$ cat src/rtl/snes_pad_responder.sv
// Device-side SNES pad emulator: answers latch/pulse pins with an active-low, LSB-first serial button word.
// Optional watchdog that abandons a stalled frame is enabled by defining PAD_TIMEOUT_EN.
module snes_pad_responder #(
    parameter int   NUM_BITS = 16,
    parameter logic FILL_BIT = 1'b0,
    parameter int   TIMEOUT  = 4096
) (
    input  logic                clock,
    input  logic                reset,
    input  logic [NUM_BITS-1:0] buttons,
    input  logic                latch_in,
    input  logic                pulse_in,
    output logic                data_out,
    output logic                busy,
    output logic [5:0]          bit_index,
    output logic                frame_done
);

    typedef enum logic [1:0] {
        IDLE,
        LATCHED,
        SHIFTING,
        DONE
    } state_t;

    localparam logic [5:0] LAST_IDX = 6'(NUM_BITS - 1);
    localparam logic [5:0] FULL_IDX = 6'(NUM_BITS);

    if (NUM_BITS < 1 || NUM_BITS > 32 || TIMEOUT < 1 || TIMEOUT > 8191) begin : g_param_check
        $error("snes_pad_responder: NUM_BITS must be 1..32 and TIMEOUT 1..8191");
    end

    state_t              state;
    logic [NUM_BITS-1:0] sr;
    logic [NUM_BITS-1:0] sr_next;
    logic                latch_meta, latch_sync, latch_prev;
    logic                pulse_meta, pulse_sync, pulse_prev;
    logic                latch_rise, latch_fall, pulse_rise;
    logic                timed_out;

    // Two flops for metastability, a third to remember the previous level for edge detection.
    always_ff @(posedge clock) begin
        if (reset) begin
            latch_meta <= 1'b0;
            latch_sync <= 1'b0;
            latch_prev <= 1'b0;
            pulse_meta <= 1'b0;
            pulse_sync <= 1'b0;
            pulse_prev <= 1'b0;
        end else begin
            latch_meta <= latch_in;
            latch_sync <= latch_meta;
            latch_prev <= latch_sync;
            pulse_meta <= pulse_in;
            pulse_sync <= pulse_meta;
            pulse_prev <= pulse_sync;
        end
    end

    assign latch_rise = latch_sync & ~latch_prev;
    assign latch_fall = ~latch_sync & latch_prev;
    assign pulse_rise = pulse_sync & ~pulse_prev;
    assign sr_next    = sr >> 1;

`ifdef PAD_TIMEOUT_EN
    logic [12:0] wdog;
    logic        any_edge;

    assign any_edge  = (latch_sync ^ latch_prev) | (pulse_sync ^ pulse_prev);
    assign timed_out = (state == LATCHED || state == SHIFTING) && !any_edge
                       && (wdog == 13'(TIMEOUT - 1));

    always_ff @(posedge clock) begin
        if (reset) begin
            wdog <= '0;
        end else if (any_edge) begin
            wdog <= '0;
        end else if (state == LATCHED || state == SHIFTING) begin
            wdog <= wdog + 13'd1;
        end else begin
            wdog <= '0;
        end
    end
`else
    assign timed_out = 1'b0;
`endif

    // A latch rise wins over everything else, so a pulse in the same cycle never shifts.
    always_ff @(posedge clock) begin
        if (reset) begin
            state      <= IDLE;
            sr         <= '0;
            data_out   <= 1'b1;
            busy       <= 1'b0;
            bit_index  <= '0;
            frame_done <= 1'b0;
        end else begin
            frame_done <= 1'b0;
            if (latch_rise) begin
                state     <= LATCHED;
                sr        <= buttons;
                data_out  <= ~buttons[0];
                bit_index <= '0;
                busy      <= 1'b1;
            end else if (timed_out) begin
                state     <= IDLE;
                data_out  <= 1'b1;
                busy      <= 1'b0;
                bit_index <= '0;
            end else begin
                case (state)
                    LATCHED: begin
                        if (latch_fall) begin
                            state <= SHIFTING;
                        end else begin
                            sr       <= buttons;
                            data_out <= ~buttons[0];
                        end
                    end
                    SHIFTING: begin
                        if (pulse_rise) begin
                            sr <= sr_next;
                            if (bit_index == LAST_IDX) begin
                                state      <= DONE;
                                busy       <= 1'b0;
                                frame_done <= 1'b1;
                                data_out   <= FILL_BIT;
                                bit_index  <= FULL_IDX;
                            end else begin
                                data_out  <= ~sr_next[0];
                                bit_index <= bit_index + 6'd1;
                            end
                        end
                    end
                    default: begin
                    end
                endcase
            end
        end
    end

endmodule

$ cat config.mk
export PLATFORM = sky130hd
export DESIGN_NAME = snes_pad_responder
export DESIGN_NICKNAME = d
export VERILOG_FILES = /design/src/rtl/snes_pad_responder.sv
export SDC_FILE = /design/constraint.sdc
export NUM_CORES = 1
export LEC_CHECK = 0
export ABC_CLOCK_PERIOD_IN_PS = 3100
export CAP_MARGIN = 20
export CELL_PAD_IN_SITES_DETAIL_PLACEMENT = 0
export CELL_PAD_IN_SITES_GLOBAL_PLACEMENT = 2
export CORE_MARGIN = 2
export CORE_UTILIZATION = 34
export CTS_CLUSTER_DIAMETER = 150
export DETAILED_ROUTE_END_ITERATION = 8
export PLACE_DENSITY = 0.91
export SETUP_SLACK_MARGIN = 0.02
export SLEW_MARGIN = 20
export SYNTH_ARGS = -nofsm -noshare
export SYNTH_HDL_FRONTEND = slang
export SYNTH_SLANG_ARGS = --single-unit
$ cat constraint.sdc
create_clock -name clock -period 3.1 [get_ports clock]
set_input_delay 0.62 -clock clock [delete_from_list [all_inputs] [get_ports clock]]
set_output_delay 0.62 -clock clock [all_outputs]
set_load 0.1 [all_outputs]
==> impl_metrics.tcl, run 1 <==
set metrics [dict create \
    outcome "complete, no violations" \
    ctsResizeCount 0 \
    io_pins 29 \
    dp_hpwl_um 2230 \
    synth-main-ff-cell "dfxtp_1" \
    die_h_um 71.0 \
    grt_setup_unrepaired "no" \
    syn_nets 175 \
    drive_gt1_share_pct 18.0 \
    yosys_warnings 0 \
    die-area_um2 5040 \
    n_fill_cell 439 \
    insertion_delay_ps 280 \
    grt_pass1_vias 1180 \
    finalHoldViolations 0 \
    drv_cap 0 \
    clockPowerShare_pct 36.5 \
    clkSlewWorstSetupHoldPaths_ps 60 \
    power_switching_share_pct 24.0 \
    nets 201 \
    die_x_um 71.0 \
    power.net_switching_mw 0.211 \
    crit_fanout 17 \
    routed_via_density 5.03 \
    tritoncts "yes" \
    syn_to_final_growth_pct 22.0 \
    setup-violations-final 0 \
    mostFrequentLayoutCells "32 x dfxtp_1, 20 x a21oi_1, 19 x clkdlybuf4s50_1" \
    root_buffer "clkbuf_8" \
    wl_um 3090 \
    synth.area.top_cells "dfxtp_1 42%, mux2i_1 9.8%, a211oi_2 7.4%" \
    post_drt_wl_per_cell_um 13.5 \
    fin_crit_ps 2000 \
    grt_pass1_wl_um 5240 \
    core_area_um2 4320 \
    end_kind "flip-flop" \
    max_freq_mhz 501 \
    max-vdd-ir-drop_v 0.000277 \
    drtIter0Drc 36 \
    required_ps 3310 \
    tns_ps 0 \
    grt_max_degree 18 \
    io_buffers 28 \
    syn_inst 151 \
    worst_pin_slew_ps 749 \
    syn_avg_cell_area_um2 10.1 \
    p_int_mw 0.668 \
    synthDistinctLibCells 35 \
    drc 0 \
    initial_core_util_pct 35.3 \
    maxSlewHeadroom_pct 50.1 \
    mostFrequentLayoutCell "dfxtp_1" \
    power.leakage_nw 0.647 \
    rows 24 \
    synth-seq-cells 32 \
    overflow 0 \
    max-clock-path-buffers 2 \
    cts.sinks 32 \
    ant_nets 0 \
    fin_skew_ps 4.96 \
    antenna_found_initial 0 \
    n_antenna_cell 0 \
    seq_power_share_pct 50.8 \
    hp-class "flip-flop to flip-flop" \
    numCtsBuffers 5 \
    crit_type "flip-flop to flip-flop" \
    ctsHoldBuffers 0 \
    synth_top_area_share_pct 42.0 \
    p_comb_share_pct 12.7 \
    vias 1156 \
    yosys.area.top_type "dfxtp_1" \
    worst_hold_slack_ps 453 \
    start_kind "flip-flop" \
    fin_crit_sh_pct 64.4 \
    firstDrtPassIters 4 \
    worstPathArrival_ps 2200 \
    globalplace.congestion 0.791 \
    maxSlewViolCount 0 \
    grt.total_usage_pct 13.2 \
    synthArstFlopShare_pct 0 \
    powerDensity_nw_per_um2 472 \
    h-tree-depth 2 \
    synth_edf_count 0 \
    syn-cell-area_um2 1530 \
    synth_seq_area_share_pct 42.0 \
    postCtsSetupBuffers 0 \
]
## routing by layer
layer / vias up / wire (µm) / track usage [%]
met1: 529 / 1390 / 14.8
met3: 7 / 160 / 3.85
met2: 26 / 1490 / 23.5
li1: 594 / - / -
met4: 0 / 53 / 5.03
met5: - / 0 / 0
## worst max-delay path: stages (launching register included)
cell	delay [ps]
dfxtp_1	320
inv_1	60
ha_1	250
a311o_1	650
and2_4	440
mux2i_1	210
## power groups by stage
stage / Sequential [mW] / Clock (mW) / Combinational [mW]
6_report: 0.446 / 0.321 / 0.112
5_1_grt: 0.448 / 0.356 / 0.122
2_1_floorplan: 0.462 / 0 / 0.0759
4_1_cts: 0.446 / 0.336 / 0.113
3_3_place_gp: 0.455 / 0 / 0.110
3_5_place_dp: 0.455 / 0 / 0.113
## worst paths after layout
check / from / to / slack (ps) / depth (start not counted)
worst max register to register: latch_prev / data_out / 1100 / 5
worst max-delay path: latch_prev / data_out / 1100 / 5
worst min register to register: pulse_meta / pulse_sync / 450 / 1
worst min-delay path: pulse_meta / pulse_sync / 450 / 1
## registers in the layout, indices dropped and copies added, names as in the netlist
register / flops
pulse_prev: 1
bit_index: 6
pulse_sync: 1
latch_prev: 1
busy: 1
latch_meta: 1
state: 2
frame_done: 1
data_out: 1
pulse_meta: 1
latch_sync: 1
sr: 15
## logic make-up after synthesis
kind of cell               count (synthesis)  share of synthesized area [%]
AOI/OAI and AO/OA                         41                           21.0
and+or+nand+nor                           38                           14.1
DFF                                       32                           42.0
buffers and inverters                     18                           8.04
muxes                                     15                           9.84
adders and majority gates                  4                           3.28
xor gates and xnor gates                   3                           1.72
## synthesized netlist by cell type, types with 2 or more instances
cell       n
mux2i_1   15
a211oi_1   5
nor3_1     3
dfxtp_1   32
ha_1       4
buf_6      4
nor2b_1    5
a211oi_2   9
nand2_1    5
nor2_1    11
nand3_1    3
a21oi_1   20
buf_4      2
nand4_1    2
xor2_1     2
inv_1      6
clkbuf_1   4
nor3b_1    2
## final cells by class
| class | count | area (µm²) | area share, % |
|---|---|---|---|
| multi-input cells | 101 | 762 | 41.0 |
| flip-flops and latches | 32 | 641 | 34.4 |
| repair buffers | 31 | 280 | 15.1 |
| clock buffers | 8 | 90.1 | 4.84 |
| well taps | 52 | 65.1 | 3.50 |
| inverters | 6 | 22.5 | 1.21 |
## metrics by stage
stage	total power [mW]	instances	cell area (µm²)	setup slack, ps	utilization [%]
after floorplan	0.537	151	1530	1040	-
after global placement	0.564	222	1770	1010	40.9
after detailed placement	0.568	222	1770	958	40.9
after CTS	0.894	230	1860	1150	43.0
after global routing	0.927	230	1860	969	43.0
final	0.878	230	1860	1100	43.0
Power figures use the tool's default switching activity.
==> run 2: changes to the inputs <==
ABC_CLOCK_PERIOD_IN_PS = 1800   (was 3100)
CORE_UTILIZATION = 29   (was 34)
PLACE_DENSITY = 0.83   (was 0.91)
clock period = 1.8 ns   (was 3.1 ns; I/O delays follow)
==> run 2 against run 1 <==
Compared with the run above:
- combinational power is 88% higher
- global-route usage is 1.4 points lower
- via count is 5.1% higher
- utilization is 2.9 points lower
- non-clock buffer count is 5 higher
- clock skew is 1.0 ps lower
- sequential power is 73% higher
- setup slack worse by 930 ps
- final cell count is 10% higher
- clock power is 72% higher
- critical path type unchanged
- largest power group unchanged
==> impl_metrics.tcl, run 2 (synthesis results as in run 1) <==
set metrics [dict create \
    outcome "complete, no violations" \
    io_pins 29 \
    n_fill_cell 541 \
    power.leakage_nw 0.703 \
    tritoncts "yes" \
    max_freq_mhz 613 \
    die-area_um2 5860 \
    ctsResizeCount 0 \
    ctsHoldBuffers 0 \
    globalplace.congestion 0.806 \
    grt.total_usage_pct 11.8 \
    drv_cap 0 \
    finalHoldViolations 0 \
    crit_type "flip-flop to flip-flop" \
    end_kind "flip-flop" \
    drc 0 \
    power_switching_share_pct 24.1 \
    grt_max_degree 18 \
    setup-violations-final 0 \
    seq_power_share_pct 50.2 \
    max-vdd-ir-drop_v 0.000298 \
    largest_reg_flops 15 \
    root_buffer "clkbuf_8" \
    firstDrtPassIters 4 \
    max-clock-path-buffers 2 \
    clockPowerShare_pct 36.0 \
    regMostFlops "sr" \
    worst_pin_slew_ps 347 \
    core_area_um2 5110 \
    fin_crit_sh_pct 90.6 \
    cts.sinks 32 \
    post_drt_wl_per_cell_um 12.6 \
    rows 26 \
    routed_via_density 4.80 \
    drive_gt1_share_pct 22.4 \
    clkSlewWorstSetupHoldPaths_ps 60 \
    grt_pass1_vias 1239 \
    crit_fanout 17 \
    die_x_um 76.5 \
    n_antenna_cell 0 \
    ant_nets 0 \
    h-tree-depth 2 \
    regArea_um2 646 \
    mostFrequentLayoutCell "dfxtp_1" \
    final_area_um2 2050 \
    p_int_mw 1.16 \
    wl_um 3190 \
    maxSlewViolCount 0 \
    io_buffers 28 \
    powerDensity_nw_per_um2 748 \
    fin_skew_ps 3.92 \
    largestRegisters "sr: 15 flops, bit_index: 6 flops, state: 2 flops" \
    overflow 0 \
    syn_to_final_growth_pct 34.5 \
    mostFrequentLayoutCells "28 x dfxtp_1, 20 x a21oi_1, 19 x clkdlybuf4s50_1" \
    maxSlewHeadroom_pct 76.9 \
    power.net_switching_mw 0.369 \
    drtIter0Drc 65 \
    insertion_delay_ps 280 \
    grt_setup_unrepaired "no" \
    grt_pass1_wl_um 5530 \
    dp_hpwl_um 2360 \
    initial_core_util_pct 29.9 \
    required_ps 1950 \
    nets 206 \
    worstPathArrival_ps 1780 \
    antenna_found_initial 0 \
    multiInputGateArea_um2 762 \
    p_comb_share_pct 13.8 \
    fin_crit_ps 1630 \
    vias 1215 \
    numCtsBuffers 5 \
    start_kind "flip-flop" \
    dpl_cell_area_um2 1960 \
    tns_ps 0 \
    postCtsSetupBuffers 0 \
    hp-class "flip-flop to flip-flop" \
    die_h_um 76.5 \
]
## run 2: final timing paths
path	from	to	slack [ps]	cells after the start
min	pulse_meta	pulse_sync	440	1
min reg2reg	pulse_meta	pulse_sync	440	1
max	latch_prev	data_out	170	7
max reg2reg	latch_prev	data_out	170	7
## run 2: power groups by stage
stage	clock network, mW	registers, mW	logic (mW)
final	0.552	0.770	0.211
after global routing	0.618	0.775	0.228
after CTS	0.573	0.770	0.214
after detailed placement	0	0.786	0.213
after global placement	0	0.784	0.205
after floorplan	0	0.795	0.131
## run 2: per-layer routing
metal | routed length, µm | vias up | track usage [%] | part of all wire (%)
met4 | 14 | 0 | 3.27 | 0.44
met1 | 1410 | 586 | 13.1 | 44
li1 | - | 596 | - | -
met2 | 1630 | 31 | 20.8 | 51
met3 | 133 | 2 | 4.74 | 4.2
met5 | 0 | - | 0 | 0
## run 2: layout make-up
type | instances | area share [%]
clock buffers | 8 | 4.39
inverters | 6 | 1.10
multi-input cells | 101 | 37.2
flip-flops and latches | 32 | 31.5
well taps | 70 | 4.27
repair buffers | 36 | 21.6
## run 2: critical path: stages (launching register included)
cell and delay, ps:
dfxtp_1 350, inv_1 60, ha_1 220, nor3b_2 250, buf_12 210, nor2_1 60, a311oi_1 240, mux2i_1 110
## run 2: through the flow
step	worst slack (ps)	hold slack, ps	std cells	power, mW	util [%]
6_report	170	442	253	1.53	40.2
2_1_floorplan	55.0	414	151	0.925	-
4_1_cts	160	447	253	1.56	40.2
3_3_place_gp	261	424	245	0.988	38.4
3_5_place_dp	202	431	245	0.999	38.4
5_1_grt	27.0	465	253	1.62	40.2
==> run 3: changes to the inputs <==
GPL_ROUTABILITY_DRIVEN = 0   (was not set)
SETUP_SLACK_MARGIN = not set   (was 0.02)
==> results of run 3 <==
The final DEF is identical to that of run 2; final timing and power are the same.
